$ cat src/rtl/lsu_pkg.sv
// Shared types and constants for the load/store unit bus master.
package lsu_pkg;

    localparam int unsigned XLEN  = 32;
    localparam int unsigned SEL_W = 4;
    localparam int unsigned CNT_W = 8;

    typedef enum logic [1:0] {
        SIZE_BYTE = 2'b00,
        SIZE_HALF = 2'b01,
        SIZE_WORD = 2'b10
    } lsu_size_t;

    typedef logic [1:0] lsu_state_t;

    localparam lsu_state_t IDLE     = 2'd0;
    localparam lsu_state_t BUS      = 2'd1;
    localparam lsu_state_t DONE     = 2'd2;
    localparam lsu_state_t ERR_RESP = 2'd3;

    // Size 2'b11 has no legal encoding and is reported like a misaligned access.
    function automatic logic is_misaligned(input logic [1:0] size, input logic [1:0] offset);
        logic mis;
        case (size)
            SIZE_BYTE: mis = 1'b0;
            SIZE_HALF: mis = offset[0];
            SIZE_WORD: mis = (offset != 2'b00);
            default:   mis = 1'b1;
        endcase
        return mis;
    endfunction

endpackage

$ cat src/rtl/wb_bus.sv
// Wishbone classic bus bundle between the LSU master and the interconnect slaves.
interface wb_bus;
    logic [31:0] addr;
    logic [31:0] wdata;
    logic [31:0] rdata;
    logic [3:0]  sel;
    logic        we;
    logic        cyc;
    logic        stb;
    logic        ack;
    logic        err;

    modport master (output addr, wdata, sel, we, cyc, stb, input rdata, ack, err);
    modport slave  (input addr, wdata, sel, we, cyc, stb, output rdata, ack, err);
endinterface

$ cat src/rtl/lsu_lane_align.sv
// Byte-lane steering: store data replication / byte enables, and load data extraction with extension.
module lsu_lane_align
    import lsu_pkg::*;
(
    input  logic [1:0]  size,
    input  logic [1:0]  offset,
    input  logic        is_unsigned,
    input  logic [31:0] store_data,
    input  logic [31:0] bus_rdata,
    output logic [3:0]  sel_c,
    output logic [31:0] wdata_c,
    output logic [31:0] load_data_c
);

    logic [31:0] shifted;

    always_comb begin
        shifted     = bus_rdata >> {offset, 3'b000};
        sel_c       = '0;
        wdata_c     = store_data;
        load_data_c = shifted;
        case (size)
            SIZE_BYTE: begin
                sel_c       = 4'b0001 << offset;
                wdata_c     = {4{store_data[7:0]}};
                load_data_c = is_unsigned ? {24'b0, shifted[7:0]}
                                          : {{24{shifted[7]}}, shifted[7:0]};
            end
            SIZE_HALF: begin
                sel_c       = 4'b0011 << offset;
                wdata_c     = {2{store_data[15:0]}};
                load_data_c = is_unsigned ? {16'b0, shifted[15:0]}
                                          : {{16{shifted[15]}}, shifted[15:0]};
            end
            SIZE_WORD: begin
                sel_c = 4'b1111;
            end
            default: ;
        endcase
    end

endmodule

$ cat src/rtl/lsu_bus_master.sv
// LSU bus master: one CPU load/store at a time turned into a single wishbone classic cycle.
module lsu_bus_master
    import lsu_pkg::*;
#(
    parameter int unsigned TimeoutCycles = 255
) (
    input  logic        clk_in,
    input  logic        reset_in,
    input  logic        req_valid,
    output logic        req_ready,
    input  logic        req_we,
    input  logic [1:0]  req_size,
    input  logic        req_unsigned,
    input  logic [31:0] req_addr,
    input  logic [31:0] req_wdata,
    output logic        resp_valid,
    output logic [31:0] resp_rdata,
    output logic        resp_err,
    wb_bus.master       bus_master
);

    localparam logic [CNT_W-1:0] TIMEOUT_LAST = CNT_W'(TimeoutCycles - 1);

    lsu_state_t       state_q, state_d;
    logic [1:0]       size_q, size_d;
    logic [1:0]       off_q, off_d;
    logic             uns_q, uns_d;
    logic             cyc_q, cyc_d;
    logic             bwe_q, bwe_d;
    logic [SEL_W-1:0] sel_q, sel_d;
    logic [XLEN-1:0]  addr_q, addr_d;
    logic [XLEN-1:0]  wdata_q, wdata_d;
    logic [CNT_W-1:0] cnt_q, cnt_d;
    logic             ready_q, ready_d;
    logic             rvalid_q, rvalid_d;
    logic             rerr_q, rerr_d;
    logic [XLEN-1:0]  rdata_q, rdata_d;

    logic             idle;
    logic [1:0]       al_size, al_off;
    logic             al_uns;
    logic [SEL_W-1:0] al_sel;
    logic [XLEN-1:0]  al_wdata, al_load;

    // In IDLE the aligner shapes the incoming request; otherwise it extracts the load from rdata.
    assign idle    = (state_q == IDLE);
    assign al_size = idle ? req_size : size_q;
    assign al_off  = idle ? req_addr[1:0] : off_q;
    assign al_uns  = idle ? req_unsigned : uns_q;

    lsu_lane_align u_align (
        .size        (al_size),
        .offset      (al_off),
        .is_unsigned (al_uns),
        .store_data  (req_wdata),
        .bus_rdata   (bus_master.rdata),
        .sel_c       (al_sel),
        .wdata_c     (al_wdata),
        .load_data_c (al_load)
    );

    always_ff @(posedge clk_in) begin
        if (!reset_in) begin
            state_q  <= IDLE;
            size_q   <= '0;
            off_q    <= '0;
            uns_q    <= 1'b0;
            cyc_q    <= 1'b0;
            bwe_q    <= 1'b0;
            sel_q    <= '0;
            addr_q   <= '0;
            wdata_q  <= '0;
            cnt_q    <= '0;
            ready_q  <= 1'b1;
            rvalid_q <= 1'b0;
            rerr_q   <= 1'b0;
            rdata_q  <= '0;
        end else begin
            state_q  <= state_d;
            size_q   <= size_d;
            off_q    <= off_d;
            uns_q    <= uns_d;
            cyc_q    <= cyc_d;
            bwe_q    <= bwe_d;
            sel_q    <= sel_d;
            addr_q   <= addr_d;
            wdata_q  <= wdata_d;
            cnt_q    <= cnt_d;
            ready_q  <= ready_d;
            rvalid_q <= rvalid_d;
            rerr_q   <= rerr_d;
            rdata_q  <= rdata_d;
        end
    end

    always_comb begin
        state_d  = state_q;
        size_d   = size_q;
        off_d    = off_q;
        uns_d    = uns_q;
        cyc_d    = cyc_q;
        bwe_d    = bwe_q;
        sel_d    = sel_q;
        addr_d   = addr_q;
        wdata_d  = wdata_q;
        cnt_d    = cnt_q;
        rvalid_d = 1'b0;
        rerr_d   = 1'b0;
        rdata_d  = '0;

        case (state_q)
            IDLE: begin
                if (req_valid && ready_q) begin
                    size_d = req_size;
                    off_d  = req_addr[1:0];
                    uns_d  = req_unsigned;
                    if (is_misaligned(req_size, req_addr[1:0])) begin
                        state_d  = ERR_RESP;
                        rvalid_d = 1'b1;
                        rerr_d   = 1'b1;
                    end else begin
                        state_d = BUS;
                        cyc_d   = 1'b1;
                        bwe_d   = req_we;
                        sel_d   = al_sel;
                        addr_d  = {req_addr[31:2], 2'b00};
                        wdata_d = al_wdata;
                        cnt_d   = '0;
                    end
                end
            end
            BUS: begin
                // err has priority over ack; timeout fires on the edge the count reaches the limit.
                if (bus_master.err || bus_master.ack || cnt_q == TIMEOUT_LAST) begin
                    state_d  = DONE;
                    cyc_d    = 1'b0;
                    bwe_d    = 1'b0;
                    rvalid_d = 1'b1;
                    if (bus_master.ack && !bus_master.err) begin
                        rdata_d = bwe_q ? '0 : al_load;
                    end else begin
                        rerr_d = 1'b1;
                    end
                end else if (cnt_q != '1) begin
                    cnt_d = cnt_q + CNT_W'(1);
                end
            end
            default: begin
                state_d = IDLE;
            end
        endcase
    end

    assign ready_d = (state_d == IDLE);

    assign req_ready        = ready_q;
    assign resp_valid       = rvalid_q;
    assign resp_rdata       = rdata_q;
    assign resp_err         = rerr_q;
    assign bus_master.cyc   = cyc_q;
    assign bus_master.stb   = cyc_q;
    assign bus_master.we    = bwe_q;
    assign bus_master.sel   = sel_q;
    assign bus_master.addr  = addr_q;
    assign bus_master.wdata = wdata_q;

endmodule
$ cat src/flat_wrapper.sv
// flat-port wrapper written by rule: the top's interface ports become plain ports
module lsu_bus_master_flat import lsu_pkg::*;
#(
    parameter int unsigned TimeoutCycles = 255
)
  (clk_in, reset_in, req_valid, req_ready, req_we, req_size, req_unsigned, req_addr, req_wdata, resp_valid, resp_rdata, resp_err, bus_master_addr, bus_master_wdata, bus_master_sel, bus_master_we, bus_master_cyc, bus_master_stb, bus_master_rdata, bus_master_ack, bus_master_err);
  wb_bus bus_master_i ();
  input  logic clk_in;
  input  logic reset_in;
  input  logic req_valid;
  output logic req_ready;
  input  logic req_we;
  input  logic [1:0] req_size;
  input  logic req_unsigned;
  input  logic [31:0] req_addr;
  input  logic [31:0] req_wdata;
  output logic resp_valid;
  output logic [31:0] resp_rdata;
  output logic resp_err;
  output wire logic [$bits(bus_master_i.addr)-1:0] bus_master_addr;
  output wire logic [$bits(bus_master_i.wdata)-1:0] bus_master_wdata;
  output wire logic [$bits(bus_master_i.sel)-1:0] bus_master_sel;
  output wire logic [$bits(bus_master_i.we)-1:0] bus_master_we;
  output wire logic [$bits(bus_master_i.cyc)-1:0] bus_master_cyc;
  output wire logic [$bits(bus_master_i.stb)-1:0] bus_master_stb;
  input wire logic [$bits(bus_master_i.rdata)-1:0] bus_master_rdata;
  input wire logic [$bits(bus_master_i.ack)-1:0] bus_master_ack;
  input wire logic [$bits(bus_master_i.err)-1:0] bus_master_err;
  assign bus_master_addr = bus_master_i.addr;
  assign bus_master_wdata = bus_master_i.wdata;
  assign bus_master_sel = bus_master_i.sel;
  assign bus_master_we = bus_master_i.we;
  assign bus_master_cyc = bus_master_i.cyc;
  assign bus_master_stb = bus_master_i.stb;
  assign bus_master_i.rdata = bus_master_rdata;
  assign bus_master_i.ack = bus_master_ack;
  assign bus_master_i.err = bus_master_err;
  lsu_bus_master #(.TimeoutCycles(TimeoutCycles)) u_core (.clk_in(clk_in), .reset_in(reset_in), .req_valid(req_valid), .req_ready(req_ready), .req_we(req_we), .req_size(req_size), .req_unsigned(req_unsigned), .req_addr(req_addr), .req_wdata(req_wdata), .resp_valid(resp_valid), .resp_rdata(resp_rdata), .resp_err(resp_err), .bus_master(bus_master_i));
endmodule
$ cat config.mk
export PLATFORM = sky130hd
export DESIGN_NAME = lsu_bus_master_flat
export DESIGN_NICKNAME = d
export VERILOG_FILES = /design/src/rtl/lsu_pkg.sv /design/src/rtl/wb_bus.sv /design/src/rtl/lsu_lane_align.sv /design/src/rtl/lsu_bus_master.sv /design/src/flat_wrapper.sv
export SDC_FILE = /design/constraint.sdc
export NUM_CORES = 1
export LEC_CHECK = 0
export CAP_MARGIN = 20
export CORE_ASPECT_RATIO = 1.75
export CORE_MARGIN = 4
export CORE_UTILIZATION = 35
export DETAILED_ROUTE_END_ITERATION = 6
export DONT_BUFFER_PORTS = 1
export PLACE_DENSITY_LB_ADDON = 0.08
export SYNTH_ARGS = -nofsm -noshare
export SYNTH_HDL_FRONTEND = slang
export SYNTH_SLANG_ARGS = --single-unit
$ cat constraint.sdc
create_clock -name clk_in -period 2.4 [get_ports clk_in]
set_input_delay 0.48 -clock clk_in [delete_from_list [all_inputs] [get_ports clk_in]]
set_output_delay 0.48 -clock clk_in [all_outputs]
set_load 0.02 [all_outputs]
==> impl_metrics.yaml, run 1 <==
route:
  postRouteAntennaNets: 0
  wl_per_cell_um: 20.75
  drc: 0
  via_count: 4367
  wl_mm: 16.12
  vias_per_cell: 5.620
  drt_pass1_iterations: 6
  drtIter0Drc: 256
pwr:
  irDropWorstVdd_uv: 442.9
  power_density_mw_per_mm2: 949.1
  power.leakage_nw: 2.357
  power.total_mw: 5.661
sta:
  worst_slew_pin_slew_ps: 631.9
  maxSlewHeadroom_pct: 57.43
  fin_crit_ps: 2140
  max_freq_mhz: 467.4
  setup_viol_count_final: 0
  timing.setup.tns_ps: 0
  hold_violations: 0
  rsz0062_at_grt: "false"
  clock-skew-final_ps: 9.586
  min_period_over_period_pct: 89.15
  slew_violations: 0
layout:
  post_route_cells_drive_above_1_share_pct: 11.73
  fillers: 1434
  antenna_cells: 0
  final_nets: 691
  ff_latch_area_mm2: 0.002362
  final_util_pct: 41.51
  area_growth_syn_to_layout_pct: 16.38
  multi_input_area_mm2: 0.002552
clock_tree:
  post-cts-setup-buffers: 0
  numClockSinks: 118
  cts.path.max_buffers: 2
  cts.reportedPaths.clkPinSlew_ps: 60
  post_cts_resized: 0
  cts.htree.levels: 4
  clkLatencyLatePin_ps: 410
  holdBufCountCts: 0
  tritoncts: "built"
  ctsRootBufferMaster: "clkbuf_16"
  numCtsBuffers: 17
synthesis:
  synth-seq-cells: 118
  synth-edff-count: 0
  synth.most_common_cell: "nand2_1"
  async_flop_share_pct: 0
  avgSynthCellArea_um2: 8.716
  yosysSeqAreaShare_pct: 46.09
  synthFlopType: "dfxtp_1"
  ys_top_cells_by_area: "dfxtp_1 46%, nand2_1 11%, a21boi_0 6.2%, mux2i_1 3.5%, a21oi_1 3.3%"
  synth_common_cells: "144 x nand2_1, 118 x dfxtp_1, 42 x a21boi_0, 34 x a21oi_1, 28 x clkbuf_1"
  synth_top_area_cell: "dfxtp_1"
  netlist_area_mm2: 0.005125
  synth_cell_types: 51
  ys.warnings.count: 0
  synth_top_area_share_pct: 46.09
  syn_inst: 588
placement:
  dp_hpwl_mm: 11.93
  portBuffers: 0
  gp_congestion: 0.8220
floorplan:
  ios: 211
  core_area_mm2: 0.01437
  dieArea_mm2: 0.01672
  die_x_um: 99.47
  rows: 58
  die_h_um: 168.1
  initial_core_util_pct: 35.67
critical_path:
  path_class: "flip-flop to flip-flop"
  crit_path_max_fanout: 19
  critPathLaunchType: "flip-flop"
  end_kind: "flip-flop"
  cp.required_ps: 2680
  cp.arrival_ps: 2420
global_route:
  grt_pass1_wl_mm: 24.61
  grt_pass1_vias: 4318
  antenna_found_initial: 0
  overflow: 0
  grt_max_degree: 80
  grt_use_total_pct: 18.97
min_path:
  hp-class: "primary input to flip-flop"
flow_run:
  cap_violations: 0
outcome:
  status: "completed"
-- flip-flops by register name (all words and copies together), names as in the netlist --
name	count
u_core.bus_master.addr	30
u_core.bus_master.cyc	1
u_core.bus_master.sel	4
u_core.bus_master.wdata	32
u_core.bus_master.we	1
u_core.cnt_q	8
u_core.off_q	2
u_core.req_ready	1
u_core.resp_err	1
u_core.resp_rdata	32
u_core.resp_valid	1
u_core.size_q	2
u_core.state_q	2
u_core.uns_q	1
-- worst paths after layout --
| check | end | startpoint | cells after the start | slack, ps |
|---|---|---|---|---|
| hold reg to reg | u_core.cnt_q[1]$_SDFFE_PN0P_ | u_core.cnt_q[1]$_SDFFE_PN0P_ | 2 | 500 |
| setup reg to reg | u_core.resp_rdata[10]$_SDFF_PP0_ | u_core.state_q[1]$_SDFF_PN0_ | 6 | 260 |
| setup / recovery | u_core.resp_rdata[10]$_SDFF_PP0_ | u_core.state_q[1]$_SDFF_PN0_ | 6 | 260 |
| hold / removal | u_core.req_ready$_SDFF_PN1_ | reset_in | 1 | 200 |
-- worst max-delay path, cell delays in order (launching register included) --
cell and delay (ps):
dfxtp_1 410, o21ai_0 450, and2_1 250, buf_4 270
mux2_2 360, a22oi_1 150, o22ai_1 110
-- metal layers --
| layer | global-route usage, % | routed length (µm) |
|---|---|---|
| met1 | 18.17 | 5442 |
| met2 | 35.07 | 8840 |
| met3 | 7.463 | 1436 |
| met4 | 8.264 | 404 |
| met5 | 0 | 0 |
-- placed cells by master (no fill, tap or decap), drive strengths merged, types with 5 or more instances in the layout --
cell type	instances
mux2i	18
nand2b	5
and3	8
clkbuf	19
o211a	16
a222oi	8
inv	8
a211oi	9
a21boi	43
o21ai	23
nand3	17
mux2	8
a22oi	7
a21oi	34
o221ai	9
nor2	13
nand2	144
clkinv	5
o211ai	7
o22ai	6
nor2b	9
dfxtp	118
buf	20
-- cells by family after synthesis --
| kind of cell | share of synthesized area [%] |
|---|---|
| AOI/OAI and AO/OA | 24.78 |
| xor gates and xnor gates | 0.1709 |
| adders and majority gates | 0.4882 |
| buffers and inverters | 4.517 |
| DFF | 46.09 |
| muxes | 5.273 |
| other | 0.07317 |
| and+or+nand+nor | 18.60 |
-- layout make-up --
| cell class | instances | area share (%) |
|---|---|---|
| sequential | 118 | 39.61 |
| timing repair buffer | 20 | 2.727 |
| tap | 180 | 3.776 |
| inverter | 6 | 0.3776 |
| clock buffer | 19 | 7.426 |
| clock inverter | 13 | 3.293 |
| multi-input combinational | 421 | 42.79 |
-- where the power goes --
| group | switching, mW | internal (mW) | total, mW | leakage, nW |
|---|---|---|---|---|
| Sequential | 0.196 | 2.06 | 2.26 | 0.959 |
| Combinational | 0.387 | 0.260 | 0.646 | 1.09 |
| Clock | 0.976 | 1.78 | 2.76 | 0.304 |
| Total | 1.56 | 4.10 | 5.66 | 2.36 |
-- metrics by stage --
step	cells	hold WS, ps	area [µm²]	worst slack, ps
3_5_place_dp	745	499.1	5324	235.1
3_3_place_gp	745	481.5	5324	252.8
5_1_grt	777	166.4	5964	75.64
4_1_cts	777	167.8	5963	206.9
2_1_floorplan	589	463.6	5129	451.4
6_report	777	199.6	5964	260.4
Note: power is estimated with default switching activity, not from simulation.
==> run 2, diff against run 1 <==
Settings changed: CAP_MARGIN 20 to 10, GPL_TIMING_DRIVEN set to 0.
==> run 2 against run 1 <==
Compared with the run above:
- first-iteration DRC count increased by 1.6%
- largest cell class unchanged
- flip-flop and latch count stayed put
- non-clock buffer count is 24 higher
- worst hold slack barely moved
- global-route usage grew 1.8 points
- via count up 2.0%
- critical path depth stayed put
- critical endpoint is now u_core.bus_master.sel[1]$_SDFFE_PN0P_
- maximum frequency down 4.9%
- highest routed layer unchanged
- sequential share of layout area up 0.11 points
==> impl_metrics.yaml, run 2 (same netlist as run 1, synthesis figures left out) <==
outcome:
  status: "completed"
layout:
  finish.instance_area_mm2: 0.005948
  post_route_cells_drive_above_1_share_pct: 11.59
  final_nets: 715
  antenna_cells: 0
  instances_no_fill: 801
  area_growth_syn_to_layout_pct: 16.06
  mostFrequentLayoutCell: "nand2_1"
  final_util_pct: 41.40
  mostFrequentLayoutCells: "144 x nand2_1, 118 x dfxtp_1, 42 x a21boi_0"
  fillers: 1460
floorplan:
  die_h_um: 168.1
  initial_core_util_pct: 35.67
  dieArea_mm2: 0.01672
  rows: 58
  ios: 211
  die_x_um: 99.47
  core_area_mm2: 0.01437
sta:
  setup_viol_count_final: 0
  max_freq_mhz: 444.3
  fin_ws_ps: 149.5
  min_period_over_period_pct: 93.77
  clock-skew-final_ps: 10.82
  hold_violations: 0
  rsz0062_at_grt: "false"
  slew_violations: 0
  worst_slew_pin_slew_ps: 678.7
  maxSlewHeadroom_pct: 54.75
  fin_crit_ps: 2251
  timing.setup.tns_ps: 0
route:
  drt_pass1_iterations: 6
  postRouteAntennaNets: 0
  via_count: 4453
  wl_per_cell_um: 21.85
  drc: 0
  drtIter0Drc: 260
  wl_mm: 17.50
  vias_per_cell: 5.559
clock_tree:
  cts.reportedPaths.clkPinSlew_ps: 60
  tritoncts: "built"
  clkLatencyLatePin_ps: 410
  ctsRootBufferMaster: "clkbuf_16"
  cts.htree.levels: 4
  numClockSinks: 118
  numCtsBuffers: 17
  cts.path.max_buffers: 2
critical_path:
  path_class: "flip-flop to flip-flop"
  cp_slowest_cell: "mux2_2"
  cp.arrival_ps: 2520
  end_kind: "flip-flop"
  crit_path_max_fanout: 10
  critPathLaunchType: "flip-flop"
  crit_buf_inv: 2
  cp.required_ps: 2670
  worstPathCellList: "buf_4 > nor2_4 > mux2_2 > buf_1 > o21ai_0 > a21boi_0"
  critPathTopFamily: "compound AO/OA/AOI/OAI gates"
  max_stage_delay_ps: 490
placement:
  dp_hpwl_mm: 13.74
  gp_congestion: 0.8497
  post-place-ws_ps: -186.6
  dp_cells: 769
  portBuffers: 0
  placed_cell_area_mm2: 0.005354
global_route:
  grt_max_degree: 17
  grt_pass1_wl_mm: 26.43
  grt_use_total_pct: 20.77
  grt_pass1_vias: 4517
  overflow: 0
  antenna_found_initial: 0
flow_run:
  cap_violations: 0
pwr:
  power_density_mw_per_mm2: 908.8
  power.leakage_nw: 2.342
  irDropWorstVdd_uv: 472.1
min_path:
  hp-class: "primary input to flip-flop"
-- run 2: cell types whose count changed in the layout (fill, tap and decap cells not counted), moves of 2 or more --
cell and change:
buf_1 +2, buf_2 +8, buf_4 -14, buf_6 +2
bufinv_16 -3, clkbuf_1 +20, clkbuf_2 +6, inv_6 +4
-- run 2: path summary, 6_finish.rpt --
check | from | end | slack (ps) | depth (start not counted)
setup / recovery | u_core.state_q[1]$_SDFF_PN0_ | u_core.bus_master.sel[1]$_SDFFE_PN0P_ | 150 | 6
hold / removal | req_wdata[12] | u_core.bus_master.wdata[12]$_SDFFE_PN0P_ | 200 | 2
setup reg to reg | u_core.state_q[1]$_SDFF_PN0_ | u_core.bus_master.sel[1]$_SDFFE_PN0P_ | 150 | 6
hold reg to reg | u_core.cnt_q[5]$_SDFFE_PN0P_ | u_core.cnt_q[5]$_SDFFE_PN0P_ | 500 | 2
-- run 2: report_power, final --
| part | switching (mW) | leakage (nW) | internal (mW) |
|---|---|---|---|
| Combinational | 0.439 | 1.11 | 0.257 |
| Clock | 1.01 | 0.272 | 1.45 |
| Sequential | 0.188 | 0.959 | 2.06 |
| Total | 1.64 | 2.34 | 3.76 |
-- run 2: worst reg2reg max path, cell delays in order, from the launching register on --
cell	delay, ps
dfxtp_1	290
buf_4	170
nor2_4	270
mux2_2	500
buf_1	270
o21ai_0	460
a21boi_0	160
-- run 2: final cells by class --
type | instances | area (µm²) | share of cell area (%)
Multi-Input combinational cell | 421 | 2551 | 42.89
Sequential cell | 118 | 2362 | 39.71
Clock buffer | 17 | 425.4 | 7.152
Tap cell | 180 | 225.2 | 3.786
Buffer | 44 | 216.5 | 3.639
Clock inverter | 15 | 145.1 | 2.440
Inverter | 6 | 22.52 | 0.3786
-- run 2: stage by stage --
stage                     hold WS, ps  total power [mW]
after floorplan                 463.6             2.779
after global routing            189.2             5.642
after CTS                       182.0             5.467
after detailed placement        491.6             2.988
final                           199.6             5.406
after global placement          473.6             2.975
-- run 2: repair_timing --
action	in CTS	in global routing
buffers inserted	0	0
gates resized for setup	3	14
gates cloned	0	0
setup endpoints to repair	2	28
hold buffers	0	0
-- run 2: layer usage --
metal | GRT usage [%] | vias up | wire length, µm
li1 | - | 2137 | -
met1 | 19.17 | 2077 | 5644
met2 | 37.68 | 193 | 9357
met3 | 8.499 | 46 | 1641
met4 | 11.71 | 0 | 860
met5 | 0 | - | 0
==> run 3, diff against run 2 <==
Settings changed: ABC_CLOCK_PERIOD_IN_PS set to 2150.
Clock period 2.4 ns to 2.15 ns, I/O delays scaled along.
==> run 3 against run 2 <==
Compared with the run above:
- clock power grew 12%
- final cell count grew 0.87%
- flip-flop and latch count is the same
- clock skew grew 1.1 ps
- critical path depth grew 3
- power grew 13%
- highest routed layer unchanged
- die area is the same
- via count grew 0.92%
- non-clock buffer count grew 7
- largest cell class unchanged
- wire length grew 0.83%
==> impl_metrics.yaml, run 3 (same netlist as run 1, synthesis figures left out) <==
layout:
  finish.instance_area_mm2: 0.006095
  mostFrequentLayoutCells: "144 x nand2_1, 118 x dfxtp_1, 42 x a21boi_0"
  antenna_cells: 0
  area_growth_syn_to_layout_pct: 18.92
  instances_no_fill: 808
  final_nets: 722
  final_util_pct: 42.42
  post_route_cells_drive_above_1_share_pct: 14.65
  fillers: 1450
  mostFrequentLayoutCell: "nand2_1"
route:
  m1WireLength_mm: 5.576
  vias_per_cell: 5.562
  via_count: 4494
  routed-wl-met2_mm: 9.449
  wl_met3_mm: 1.699
  wl_mm: 17.65
  dr.max_layer_used: "met4"
  drt_pass1_iterations: 5
  wl_per_cell_um: 21.84
  drtIter0Drc: 238
  postRouteAntennaNets: 0
  drc: 0
floorplan:
  initial_core_util_pct: 35.67
  core_area_mm2: 0.01437
  die_h_um: 168.1
  dieArea_mm2: 0.01672
  rows: 58
  ios: 211
  die_x_um: 99.47
placement:
  post-place-ws_ps: -431.0
  portBuffers: 0
  dp_hpwl_mm: 13.74
  placed_cell_area_mm2: 0.005354
  gp_congestion: 0.8497
  dp_cells: 769
critical_path:
  max_stage_delay_ps: 300
  worstPathCellList: "buf_4 > o21a_1 > or2_0 > buf_2 > o211a_1 > a211o_1 > buf_2 > buf_6 > o221ai_1"
  cp_slowest_cell: "dfxtp_1"
  cp_common_cell: "buf_2"
  cp.arrival_ps: 2430
  path_class: "flip-flop to flip-flop"
  critPathLaunchType: "flip-flop"
  cp.depth: 9
  crit_buf_inv: 4
  critPathTopFamily: "compound AO/OA/AOI/OAI gates"
  cp.required_ps: 2480
  crit_path_max_fanout: 10
  r2r_cells: 9
  end_kind: "flip-flop"
flow_run:
  cap_violations: 0
clock_tree:
  tritoncts: "built"
  numCtsBuffers: 17
  holdBufCountCts: 0
  cts.reportedPaths.clkPinSlew_ps: 60
  cts.htree.levels: 4
  ctsRootBufferMaster: "clkbuf_16"
  numClockSinks: 118
  clkLatencyLatePin_ps: 410
  cts.path.max_buffers: 2
pwr:
  irDropWorstVdd_uv: 527.1
  power_density_mw_per_mm2: 1001
  power.leakage_nw: 2.410
  power.total_mw: 6.100
outcome:
  status: "completed"
sta:
  fin_ws_ps: 48.70
  clock-skew-final_ps: 11.90
  rsz0062_at_grt: "true"
  worst_slew_pin_slew_ps: 625.9
  setup_viol_count_final: 0
  maxSlewHeadroom_pct: 58.27
  fin_crit_ps: 2101
  max_freq_mhz: 475.9
  hold_slack_ps: 151.9
  min_period_over_period_pct: 97.73
  hold_violations: 0
  slew_violations: 0
  timing.setup.tns_ps: 0
global_route:
  grt_pass1_wl_mm: 26.43
  overflow: 0
  grt_pass1_vias: 4541
  antenna_found_initial: 0
  grt_max_degree: 17
  grt_use_total_pct: 20.76
min_path:
  hp-class: "primary input to flip-flop"
  holdPathStages: 2
## run 3: path summary, 6_finish.rpt
| kind | from | endpoint | slack [ps] |
|---|---|---|---|
| setup / recovery | u_core.state_q[1]$_SDFF_PN0_ | u_core.resp_rdata[31]$_SDFF_PP0_ | 50 |
| hold / removal | req_wdata[12] | u_core.bus_master.wdata[12]$_SDFFE_PN0P_ | 150 |
| setup reg to reg | u_core.state_q[1]$_SDFF_PN0_ | u_core.resp_rdata[31]$_SDFF_PP0_ | 50 |
| hold reg to reg | u_core.cnt_q[5]$_SDFFE_PN0P_ | u_core.cnt_q[5]$_SDFFE_PN0P_ | 510 |
## run 3: cell type report
class | instances | area [µm²] | share of cell area (%)
clock buffers | 17 | 425.4 | 6.980
clock inverters | 15 | 145.1 | 2.381
multi-input cells | 421 | 2608 | 42.78
flip-flops and latches | 118 | 2362 | 38.76
plain buffers | 44 | 229.0 | 3.757
well taps | 180 | 225.2 | 3.695
inverters | 6 | 22.52 | 0.3695
repair buffers | 7 | 77.57 | 1.273
## run 3: power by group
group / switching, mW / total, mW / internal, mW
combinational: 0.509 / 0.841 / 0.332
sequential: 0.210 / 2.51 / 2.30
clock: 1.13 / 2.75 / 1.61
## run 3: worst reg2reg max path: stages, from the launching register on
cell      delay (ps)
dfxtp_1          300
buf_4            170
o21a_1           210
or2_0            190
buf_2            150
o211a_1          240
a211o_1          270
buf_2            170
buf_6            160
o221ai_1         160
## run 3: routing by layer
layer | GRT usage [%] | vias to the layer above
li1 | - | 2151
met1 | 19.17 | 2097
met2 | 37.56 | 197
met3 | 8.250 | 49
met4 | 12.25 | 0
met5 | 0 | -
## run 3: repair_timing
item | 4_1_cts | 5_1_grt
setup buffers | 0 | 7
endpoints found under the setup margin | 58 | 98
resized for setup | 17 | 22
endpoints found under the hold margin | 0 | 0
pin swaps | 0 | 2
